$ cat src/rtl/mips_cpu_alu_ctrl.sv
// Multi-cycle IDLE/DECODE/EXEC/WB sequencer that decodes MIPS words into mips_cpu_alu controls.
// Define MIPS_CPU_DIV_STALL_EN to hold DIV/DIVU in EXEC for DIV_CYCLES cycles.
module mips_cpu_alu_ctrl #(
    parameter int DIV_CYCLES = 32
) (
    input  logic        clk,
    input  logic        reset,
    input  logic        instr_valid,
    output logic        instr_ready,
    input  logic [31:0] instr,
    output logic [4:0]  alu_func,
    output logic [4:0]  shift,
    output logic [2:0]  mult_op,
    output logic        alu_write,
    output logic        imm_sel,
    input  logic        condition,
    output logic        rf_we,
    output logic [4:0]  rf_waddr,
    output logic        branch_taken,
    output logic        illegal,
    output logic        done
);

    typedef enum logic [1:0] {IDLE, DECODE, EXEC, WB} state_t;

    if (DIV_CYCLES < 1 || DIV_CYCLES > 63) begin : g_div_cycles_range
        $error("DIV_CYCLES must be in the range 1-63");
    end

    state_t      state;
    logic [31:0] instr_q;

    logic [5:0] opcode;
    logic [4:0] rt;
    logic [4:0] rd;
    logic [4:0] shamt;
    logic [5:0] funct;
    logic       unused_rs;

    assign opcode    = instr_q[31:26];
    assign rt        = instr_q[20:16];
    assign rd        = instr_q[15:11];
    assign shamt     = instr_q[10:6];
    assign funct     = instr_q[5:0];
    assign unused_rs = ^instr_q[25:21];

    logic [4:0] dec_alu_func;
    logic [4:0] dec_shift;
    logic [2:0] dec_mult_op;
    logic       dec_imm_sel;
    logic       dec_writer;
    logic [4:0] dec_waddr;
    logic       dec_branch;
    logic       dec_taken_when;
    logic       dec_div;
    logic       dec_illegal;

    // Per-instruction facts needed at the EXEC->WB edge.
    logic wb_writer;
    logic wb_branch;
    logic wb_taken_when;
    logic wb_illegal;
    logic exec_last;

`ifdef MIPS_CPU_DIV_STALL_EN
    localparam logic [5:0] DIV_LOAD = 6'(DIV_CYCLES - 1);
    logic [5:0] stall_cnt;
    assign exec_last = (stall_cnt == 6'd0);
`else
    assign exec_last = 1'b1;
`endif

    always_comb begin
        dec_alu_func   = 5'b00000;
        dec_shift      = shamt;
        dec_mult_op    = 3'b000;
        dec_imm_sel    = 1'b0;
        dec_writer     = 1'b0;
        dec_waddr      = 5'd0;
        dec_branch     = 1'b0;
        dec_taken_when = 1'b1;
        dec_div        = 1'b0;
        dec_illegal    = 1'b0;
        case (opcode)
            6'h00: begin
                dec_writer = 1'b1;
                dec_waddr  = rd;
                case (funct)
                    6'h21: dec_alu_func = 5'b00000;
                    6'h24: dec_alu_func = 5'b00001;
                    6'h25: dec_alu_func = 5'b00010;
                    6'h23: dec_alu_func = 5'b00011;
                    6'h2A: dec_alu_func = 5'b00100;
                    6'h2B: dec_alu_func = 5'b00101;
                    6'h26: dec_alu_func = 5'b01100;
                    6'h00: dec_alu_func = 5'b00110;
                    6'h04: dec_alu_func = 5'b00111;
                    6'h02: dec_alu_func = 5'b01000;
                    6'h06: dec_alu_func = 5'b01001;
                    6'h03: dec_alu_func = 5'b01010;
                    6'h07: dec_alu_func = 5'b01011;
                    6'h10: dec_mult_op  = 3'b111;
                    6'h12: dec_mult_op  = 3'b110;
                    6'h18: begin
                        dec_mult_op = 3'b001;
                        dec_writer  = 1'b0;
                    end
                    6'h19: begin
                        dec_mult_op = 3'b010;
                        dec_writer  = 1'b0;
                    end
                    6'h1A: begin
                        dec_mult_op = 3'b011;
                        dec_writer  = 1'b0;
                        dec_div     = 1'b1;
                    end
                    6'h1B: begin
                        dec_mult_op = 3'b100;
                        dec_writer  = 1'b0;
                        dec_div     = 1'b1;
                    end
                    default: dec_illegal = 1'b1;
                endcase
            end
            6'h09: begin
                dec_alu_func = 5'b00000;
                dec_imm_sel  = 1'b1;
                dec_writer   = 1'b1;
                dec_waddr    = rt;
            end
            // BEQ's ALU compare reports inequality, so BEQ is taken on a low condition.
            6'h04: begin
                dec_alu_func   = 5'b10001;
                dec_branch     = 1'b1;
                dec_taken_when = 1'b0;
            end
            6'h05: begin
                dec_alu_func = 5'b10001;
                dec_branch   = 1'b1;
            end
            6'h06: begin
                dec_alu_func = 5'b01111;
                dec_branch   = 1'b1;
            end
            6'h07: begin
                dec_alu_func = 5'b01110;
                dec_branch   = 1'b1;
            end
            6'h01: begin
                case (rt)
                    5'd0: begin
                        dec_alu_func = 5'b10000;
                        dec_branch   = 1'b1;
                    end
                    5'd1: begin
                        dec_alu_func = 5'b01101;
                        dec_branch   = 1'b1;
                    end
                    default: dec_illegal = 1'b1;
                endcase
            end
            default: dec_illegal = 1'b1;
        endcase
        if (dec_illegal) begin
            dec_alu_func = 5'b00000;
            dec_shift    = 5'd0;
            dec_mult_op  = 3'b000;
            dec_imm_sel  = 1'b0;
            dec_writer   = 1'b0;
            dec_waddr    = 5'd0;
            dec_branch   = 1'b0;
            dec_div      = 1'b0;
        end
    end

    always_ff @(posedge clk) begin
        if (reset) begin
            state         <= IDLE;
            instr_q       <= 32'd0;
            instr_ready   <= 1'b1;
            alu_func      <= 5'd0;
            shift         <= 5'd0;
            mult_op       <= 3'd0;
            alu_write     <= 1'b0;
            imm_sel       <= 1'b0;
            rf_we         <= 1'b0;
            rf_waddr      <= 5'd0;
            branch_taken  <= 1'b0;
            illegal       <= 1'b0;
            done          <= 1'b0;
            wb_writer     <= 1'b0;
            wb_branch     <= 1'b0;
            wb_taken_when <= 1'b0;
            wb_illegal    <= 1'b0;
`ifdef MIPS_CPU_DIV_STALL_EN
            stall_cnt     <= 6'd0;
`endif
        end else begin
            alu_write    <= 1'b0;
            rf_we        <= 1'b0;
            branch_taken <= 1'b0;
            illegal      <= 1'b0;
            done         <= 1'b0;
            case (state)
                IDLE: begin
                    if (instr_valid && instr_ready) begin
                        instr_q     <= instr;
                        instr_ready <= 1'b0;
                        state       <= DECODE;
                    end
                end
                DECODE: begin
                    alu_func      <= dec_alu_func;
                    shift         <= dec_shift;
                    mult_op       <= dec_mult_op;
                    imm_sel       <= dec_imm_sel;
                    rf_waddr      <= dec_writer ? dec_waddr : 5'd0;
                    alu_write     <= (dec_mult_op >= 3'd1) && (dec_mult_op <= 3'd4);
                    wb_writer     <= dec_writer;
                    wb_branch     <= dec_branch;
                    wb_taken_when <= dec_taken_when;
                    wb_illegal    <= dec_illegal;
`ifdef MIPS_CPU_DIV_STALL_EN
                    stall_cnt     <= dec_div ? DIV_LOAD : 6'd0;
`endif
                    state         <= EXEC;
                end
                EXEC: begin
                    if (exec_last) begin
                        rf_we        <= wb_writer;
                        branch_taken <= wb_branch && (condition == wb_taken_when);
                        illegal      <= wb_illegal;
                        done         <= 1'b1;
                        state        <= WB;
                    end
`ifdef MIPS_CPU_DIV_STALL_EN
                    else begin
                        stall_cnt <= stall_cnt - 6'd1;
                    end
`endif
                end
                WB: begin
                    alu_func    <= 5'd0;
                    shift       <= 5'd0;
                    mult_op     <= 3'd0;
                    imm_sel     <= 1'b0;
                    rf_waddr    <= 5'd0;
                    instr_ready <= 1'b1;
                    state       <= IDLE;
                end
                default: state <= IDLE;
            endcase
        end
    end

endmodule

$ cat config.mk
export PLATFORM = sky130hd
export DESIGN_NAME = mips_cpu_alu_ctrl
export DESIGN_NICKNAME = d
export VERILOG_FILES = /design/src/rtl/mips_cpu_alu_ctrl.sv
export SDC_FILE = /design/constraint.sdc
export NUM_CORES = 1
export LEC_CHECK = 0
export BUFFER_PORTS_ARGS = -buffer_cell sky130_fd_sc_hd__buf_4
export CAP_MARGIN = 25
export CORE_UTILIZATION = 45
export DETAILED_ROUTE_END_ITERATION = 6
export PLACE_DENSITY_LB_ADDON = 0.15
export SYNTH_ARGS = -nofsm -noshare
export SYNTH_HDL_FRONTEND = slang
export SYNTH_SLANG_ARGS = --single-unit
$ cat constraint.sdc
create_clock -name clk -period 2.4 [get_ports clk]
set_input_delay 0.12 -clock clk [delete_from_list [all_inputs] [get_ports clk]]
set_output_delay 0.12 -clock clk [all_outputs]
set_load 0.01 [all_outputs]
==> results of run 1 <==
-- worst register-to-register path: stages (launching register included) --
cell and delay, ns:
dfxtp_1 0.33, nor4_1 0.70, nor3_1 0.15, nor3_1 0.21
buf_4 0.17, nand3_1 0.08, o21ai_0 0.19
-- metrics by stage --
stage,util [%],hold WS [ns],cell area [sq um],cells
global route,59.6,0.0165,3300,447
detailed placement,55.6,0.375,3080,431
global placement,55.6,0.367,3080,431
floorplan,-,0.214,2600,315
finish,59.6,0.0232,3300,447
CTS,59.6,0.0126,3300,447
-- placed cells by master, fill, tap and decap left out, drive strengths merged, types with 3 or more instances in the layout --
cell type  count
and2           4
a22oi          5
clkbuf        11
nor2          13
nor3          12
a31oi          3
dfxtp         58
a22o           4
o21ai         11
nand2         76
o31ai          7
inv            5
a32o           3
ha             5
a21oi         33
buf           65
nor4           4
nor2b          4
nand2b         6
and3           3
nand3         10
-- synthesized netlist by cell type, drive strengths merged (2+ instances only) --
cell / n / area [sq um]
a21oi: 33 / 165
a22o: 4 / 35.0
a22oi: 5 / 37.5
a31oi: 3 / 18.8
a32o: 3 / 30.0
and2: 4 / 25.0
and3: 3 / 18.8
buf: 7 / 50.0
clkbuf: 14 / 52.6
dfxtp: 58 / 1160
ha: 5 / 62.6
inv: 5 / 18.8
nand2: 76 / 285
nand2b: 6 / 45.0
nand3: 10 / 50.1
nand4b: 2 / 17.5
nor2: 13 / 48.8
nor2b: 4 / 25.0
nor3: 12 / 82.6
nor3b: 2 / 15.0
nor4: 4 / 40.0
o211ai: 2 / 15.0
o21ai: 11 / 58.8
o22ai: 2 / 12.5
o31ai: 7 / 52.6
o32ai: 2 / 17.5
xnor2: 2 / 17.5
-- state kept, by name (all words and copies together), names as in the netlist --
name           cells
wb_writer          1
rf_we              1
rf_waddr           5
shift              5
done               1
wb_taken_when      1
mult_op            3
alu_write          1
state              2
imm_sel            1
alu_func           5
wb_branch          1
illegal            1
instr_q           27
branch_taken       1
wb_illegal         1
instr_ready        1
-- how the worst max path moves through the flow --
stage,end,cells past startpoint
final,shift[4],6
after global routing,shift[4],6
after CTS,shift[4],6
after detailed placement,wb_writer,5
after global placement,wb_writer,5
after floorplan,rf_waddr[1],6
-- where the power goes --
group          leakage [nW]  internal (mW)  switching, mW
logic                 0.730          0.490          0.696
registers             0.472           1.12          0.175
clock network         0.109          0.609          0.387
total                  1.31           2.22           1.26
-- routing by layer --
metal  global-route usage (%)  wire length [microns]  part of all wire [%]
met5                        0                      0                     0
met4                     12.0                    108                   1.8
met3                     5.81                    267                   4.3
met2                     34.1                   2990                    49
met1                     26.0                   2790                    45
-- area by class of cell --
| class | instances | area, sq um |
|---|---|---|
| clock inverters | 5 | 77.6 |
| inverters | 5 | 18.8 |
| well taps | 72 | 90.1 |
| repair buffers | 65 | 488 |
| multi-input cells | 231 | 1320 |
| flip-flops and latches | 58 | 1160 |
| clock buffers | 11 | 141 |
| fillers | 525 | 2240 |
-- logic make-up (layout without fill, tap and decap cells) --
| kind of cell | count (synthesis) | after routing | synth area share (%) |
|---|---|---|---|
| compound gates | 80 | 80 | 19.8 |
| xor+xnor | 3 | 3 | 1.01 |
| fa+ha+maj | 5 | 5 | 2.41 |
| buf+inv | 26 | 86 | 4.67 |
| flops | 58 | 58 | 44.6 |
| mux | 1 | 1 | 0.385 |
| simple gates | 142 | 142 | 27.1 |
==> results.md, run 1 <==
* 1st-pass router iterations at 5
* Overall Global Routing Usage at 21.4%
* Worst setup path startpoint: instr_q[17]
* Startpoint Class: register
* Leak at 1.31 nW
* Post-Syn Area at 0.00260 sq mm
* Critical Path Fanout Max at 6
* Drt wl/cell at 13.8 microns
* DR vias at 2,374
* First-pass GRT wire length at 9.89 mm
* Hold Crit Class: in -> reg
* CP max stage delay at 0.70 ns
* CTS tree: yes
* Primary FF master, synth: dfxtp_1
* Total CTS buffers at 9
* Fin. max-slew vios at 0
* Worst slew pin tran at 0.784 ns
* Site Rows at 27
* Worst hold endpoint: instr_q[9]
* Hold violation total from the final report at 0
* Seq/Total Area, Yosys at 44.6%
* Number of synthesized flops with an enable pin at 0
* Cts hold-fix bufs at 0
* Unrepaired setup endpoints after global routing: false
* Die W at 78.0 microns
* Detailed Route Iter0 Violations at 124
* RR Endpoint: shift[4]
* Critical Path End Type: register
* Worst path cell trace: nor4_1, nor3_1, nor3_1, buf_4, nand3_1, o21ai_0
* Cells after Synth at 315
* GPL Wtd Cong at 0.799
* Core Footprint at 0.00554 sq mm
* H-tree lvl count at 3
* Mean post-synth cell area at 8.26 sq um
* Post-detail-place hpwl at 4.22 mm
* Setup_tns at 0 ns
* CP Data Required Time at 2.66 ns
* Post-synth ARST share at 0%
* F_max at 525 MHz
* Slew HR at 47.3%
* Post-route setup slack at 0.495 ns
* Largest net degree at the start of global routing at 42
* CP arrival at 2.17 ns
* CTS clk-pin slew, worst paths at 0.07 ns
* Area growth syn-to-layout at 26.9%
* Initial core utilization at 47.0%
* Final setup viols at 0
* Synth cell types at 50
* Outcome: completed
* Register bit total from synthesis at 58
* Hold path start: instr[9]
* Die H at 78.0 microns
* R2R Path Start: instr_q[17]
* Power after layout at 3.48 mW
* Synth warn at 0
* Layout cells sized above 1 at 23.5%
* Post-Place Worst Slack at 0.589 ns
* Max Cap Violations at 0
* Reg2Reg Setup Slack at 0.50 ns
* Post-cts resize count at 0
* # diodes at 0
* Fin crit share at 79.4%
* Total grt overflow at 0
* Initial antenna violation count at 0
* Die area at 0.00609 sq mm
* Hold Path Cell Cnt at 3
* DRT antenna net count at 0
* Number of clock sinks at 58
* CP Class: reg -> reg
* Fin crit period at 1.90 ns
* Syn_nets at 356
* Layout Nets at 411
* Vias in the first global route at 2,154
* I/O pin cnt at 61
* # Post-CTS Setup Buffers at 0
* Reg2Reg Depth at 6
* Worst vdd ir at 568 uV
* Crit-path slowest cell: nor4_1
* Drt via density at 5.31
* Port-buffer cells at 55
* CP Buf/Inv Count at 1
* Clock buffer depth at 2
* Clk root buf: clkbuf_8
* CP most frequent cell: nor3_1
* Clock Skew at 0.00770 ns
* Power Density at 1060 mW/mm^2
* Crit-path leading delay family: simple AND/OR/NAND/NOR gates
* DRT Wirelength at 6.16 mm
* DRC viols at 0
* Clock Latency Late Sink at 0.34 ns
Note: power is estimated with default switching activity, not from simulation.
==> inputs of run 2 (changes only) <==
--- a/config.mk
+++ b/config.mk
@@ -5,6 +5,7 @@
 export SDC_FILE = /design/constraint.sdc
 export NUM_CORES = 1
 export LEC_CHECK = 0
+export ABC_AREA = 1
 export BUFFER_PORTS_ARGS = -buffer_cell sky130_fd_sc_hd__buf_4
 export CAP_MARGIN = 25
 export CORE_UTILIZATION = 45
==> constraint.sdc (replaced) <==
create_clock -name clk -period 1.8 [get_ports clk]
set_input_delay 0.09 -clock clk [delete_from_list [all_inputs] [get_ports clk]]
set_output_delay 0.09 -clock clk [all_outputs]
set_load 0.01 [all_outputs]
==> results.md, run 2 <==
* Final setup viols at 0
* Detailed Route Iter0 Violations at 124
* Layout Nets at 462
* H-tree lvl count at 3
* Reg2Reg Setup Slack at 0.11 ns
* Fill count at 540
* Commonest non-fill, non-tap cell in the layout: buf_4
* Largest net degree at the start of global routing at 34
* Commonest cells after routing, fill and taps aside: buf_4, nand2_1, a21oi_1
* Startpoint Class: register
* Slew HR at 79.2%
* Register bit total from synthesis at 58
* Worst setup path startpoint: instr_q[1]
* Worst slew pin tran at 0.312 ns
* Outcome: completed
* Leak at 1.45 nW
* DR vias at 2,557
* Fin crit share at 94.1%
* CP Class: reg -> reg
* Synth area leaders: dfxtp_1, a21oi_1, nand2_1, o21ai_0, inv_1
* Post-detail-place hpwl at 4.44 mm
* Reg2Reg Depth at 11
* Core Footprint at 0.00557 sq mm
* Die W at 78.3 microns
* Clk root buf: clkbuf_8
* Drt wl/cell at 12.9 microns
* Placed Area at 0.00313 sq mm
* Port-buffer cells at 55
* CP Data Required Time at 2.02 ns
* F_max at 591 MHz
* Post-Syn Area at 0.00262 sq mm
* Power after layout at 5.21 mW
* Syn_nets at 399
* Max Cap Violations at 0
* Seq/Total Area, Yosys at 44.3%
* 1st-pass router iterations at 4
* Critical Path End: rf_waddr[3]
* Worst vdd ir at 951 uV
* Initial core utilization at 47.0%
* Synth area leader: dfxtp_1
* CP most frequent cell: nand2_1
* CP max stage delay at 0.35 ns
* Clock buffer depth at 2
* Site Rows at 27
* Synth cell count leaders: nand2_1, a21oi_1, dfxtp_1
* Total grt overflow at 0
* First-pass GRT wire length at 10.5 mm
* Yosys top cell area share at 44.3%
* CP arrival at 1.91 ns
* Cells after Synth at 358
* Synth cell types at 26
* Layout cells sized above 1 at 24.7%
* DRT Wirelength at 6.40 mm
* Comb pwr share at 40.7%
* Biggest register: instr_q
* Sequential power share at 33.5%
* Switching Share at 39.8%
* CTS tree: yes
* Initial antenna violation count at 0
* # diodes at 0
* Post-route cell area at 0.00340 sq mm
* Max reg flops at 27
* Number of synthesized flops with an enable pin at 0
* CTS clk-pin slew, worst paths at 0.07 ns
* Fin. max-slew vios at 0
* Number of clock sinks at 58
* Critical Path Fanout Max at 13
* Hold Crit Class: in -> reg
* R2R Path Start: instr_q[1]
* Area growth syn-to-layout at 29.7%
* Critical Path End Type: register
* Fin crit period at 1.69 ns
* Internal power at 3.13 mW
* Synth warn at 0
* Die area at 0.00614 sq mm
* Clk pwr share at 25.7%
* GPL Wtd Cong at 0.872
* Vias in the first global route at 2,313
* Clock Skew at 0.00458 ns
* Drt via density at 5.14
* Total CTS buffers at 9
* Crit-path slowest cell: dfxtp_1
* Hold slack at 0.0260 ns
* Mean post-synth cell area at 7.33 sq um
* DRT antenna net count at 0
* Hold violation total from the final report at 0
* Net load switching power at 2.07 mW
* Post-synth ARST share at 0%
* Primary FF master, synth: dfxtp_1
* DRC viols at 0
* Die H at 78.3 microns
* RR Endpoint: rf_waddr[3]
* Overall Global Routing Usage at 22.4%
* Worst path cell trace: nand2_1, inv_1, nand3_1, nand2_1, nor2_1, nand2_2, nor2_2, nor2_4, buf_12, nand4_1, a21oi_1
* Power Density at 1530 mW/mm^2
* Most common cell in the netlist: nand2_1
* I/O pin cnt at 61
* Clock Latency Late Sink at 0.34 ns
-- run 2: worst min path at each step --
stage / start / endpoint / slack [ns] / cells past startpoint
6_report: instr[9] / instr_q[9] / 0.03 / 3
3_5_place_dp: condition / branch_taken / 0.34 / 3
2_1_floorplan: reset / rf_waddr[2] / 0.16 / 1
4_1_cts: instr[9] / instr_q[9] / 0.02 / 3
3_3_place_gp: condition / branch_taken / 0.33 / 3
5_1_grt: instr[5] / instr_q[5] / 0.05 / 3
-- run 2: kinds of logic (layout without fill, tap and decap cells) --
family                   count (synthesis)  after routing  synth area share [%]
adder cells (fa/ha/maj)                  5              5                  2.39
AND/OR/NAND/NOR                        129            129                  22.9
XOR/XNOR                                 1              1                 0.334
AO/OA/AOI/OAI                          105            105                  21.1
buffers and inverters                   60            127                  9.02
flip-flops                              58             58                  44.3
-- run 2: repair_timing --
item	4_1_cts	5_1_grt
endpoints found under the setup margin	0	17
hold buffers	1	0
endpoints found under the hold margin	1	0
setup buffers	0	1
resized for setup	0	7
-- run 2: final cells by class --
cell class | instances | area (sq um) | area share, %
well taps | 72 | 90.1 | 2.65
multi-input cells | 240 | 1240 | 36.6
clock buffers | 10 | 138 | 4.05
inverters | 45 | 171 | 5.04
flip-flops and latches | 58 | 1160 | 34.1
clock inverters | 5 | 78.8 | 2.32
repair buffers | 67 | 518 | 15.2
-- run 2: metrics by stage --
step	TNS (ns)	cells	setup WS, ns	utilization (%)
after floorplan	0	358	0.227	-
after global placement	0	480	0.168	56.2
after detailed placement	0	480	0.106	56.2
after CTS	0	496	0.0777	60.3
after global routing	-0.161	497	-0.0311	61.0
final	0	497	0.107	61.0
-- run 2: metal layers --
layer,part of all wire [%],global-route usage [%],vias up
met5,0,0,-
met4,3.3,13.3,0
met3,5.4,5.00,22
met2,48,36.1,78
met1,43,27.2,1145
li1,-,-,1312
-- run 2: power groups by stage --
stage          Combinational (mW)  Sequential [mW]  Clock (mW)
3_5_place_dp                 1.92             1.78           0
3_3_place_gp                 1.88             1.77           0
2_1_floorplan                1.39             1.75           0
5_1_grt                      2.35             1.78        1.41
6_report                     2.12             1.75        1.34
4_1_cts                      1.94             1.75        1.35
-- run 2: worst max-delay path, delay by kind of cell (launching register included) --
kind / cells / cell delay, ns
and+or+nand+nor: 8 / 0.92
DFF: 1 / 0.35
buffers and inverters: 2 / 0.22
AOI/OAI and AO/OA: 1 / 0.07
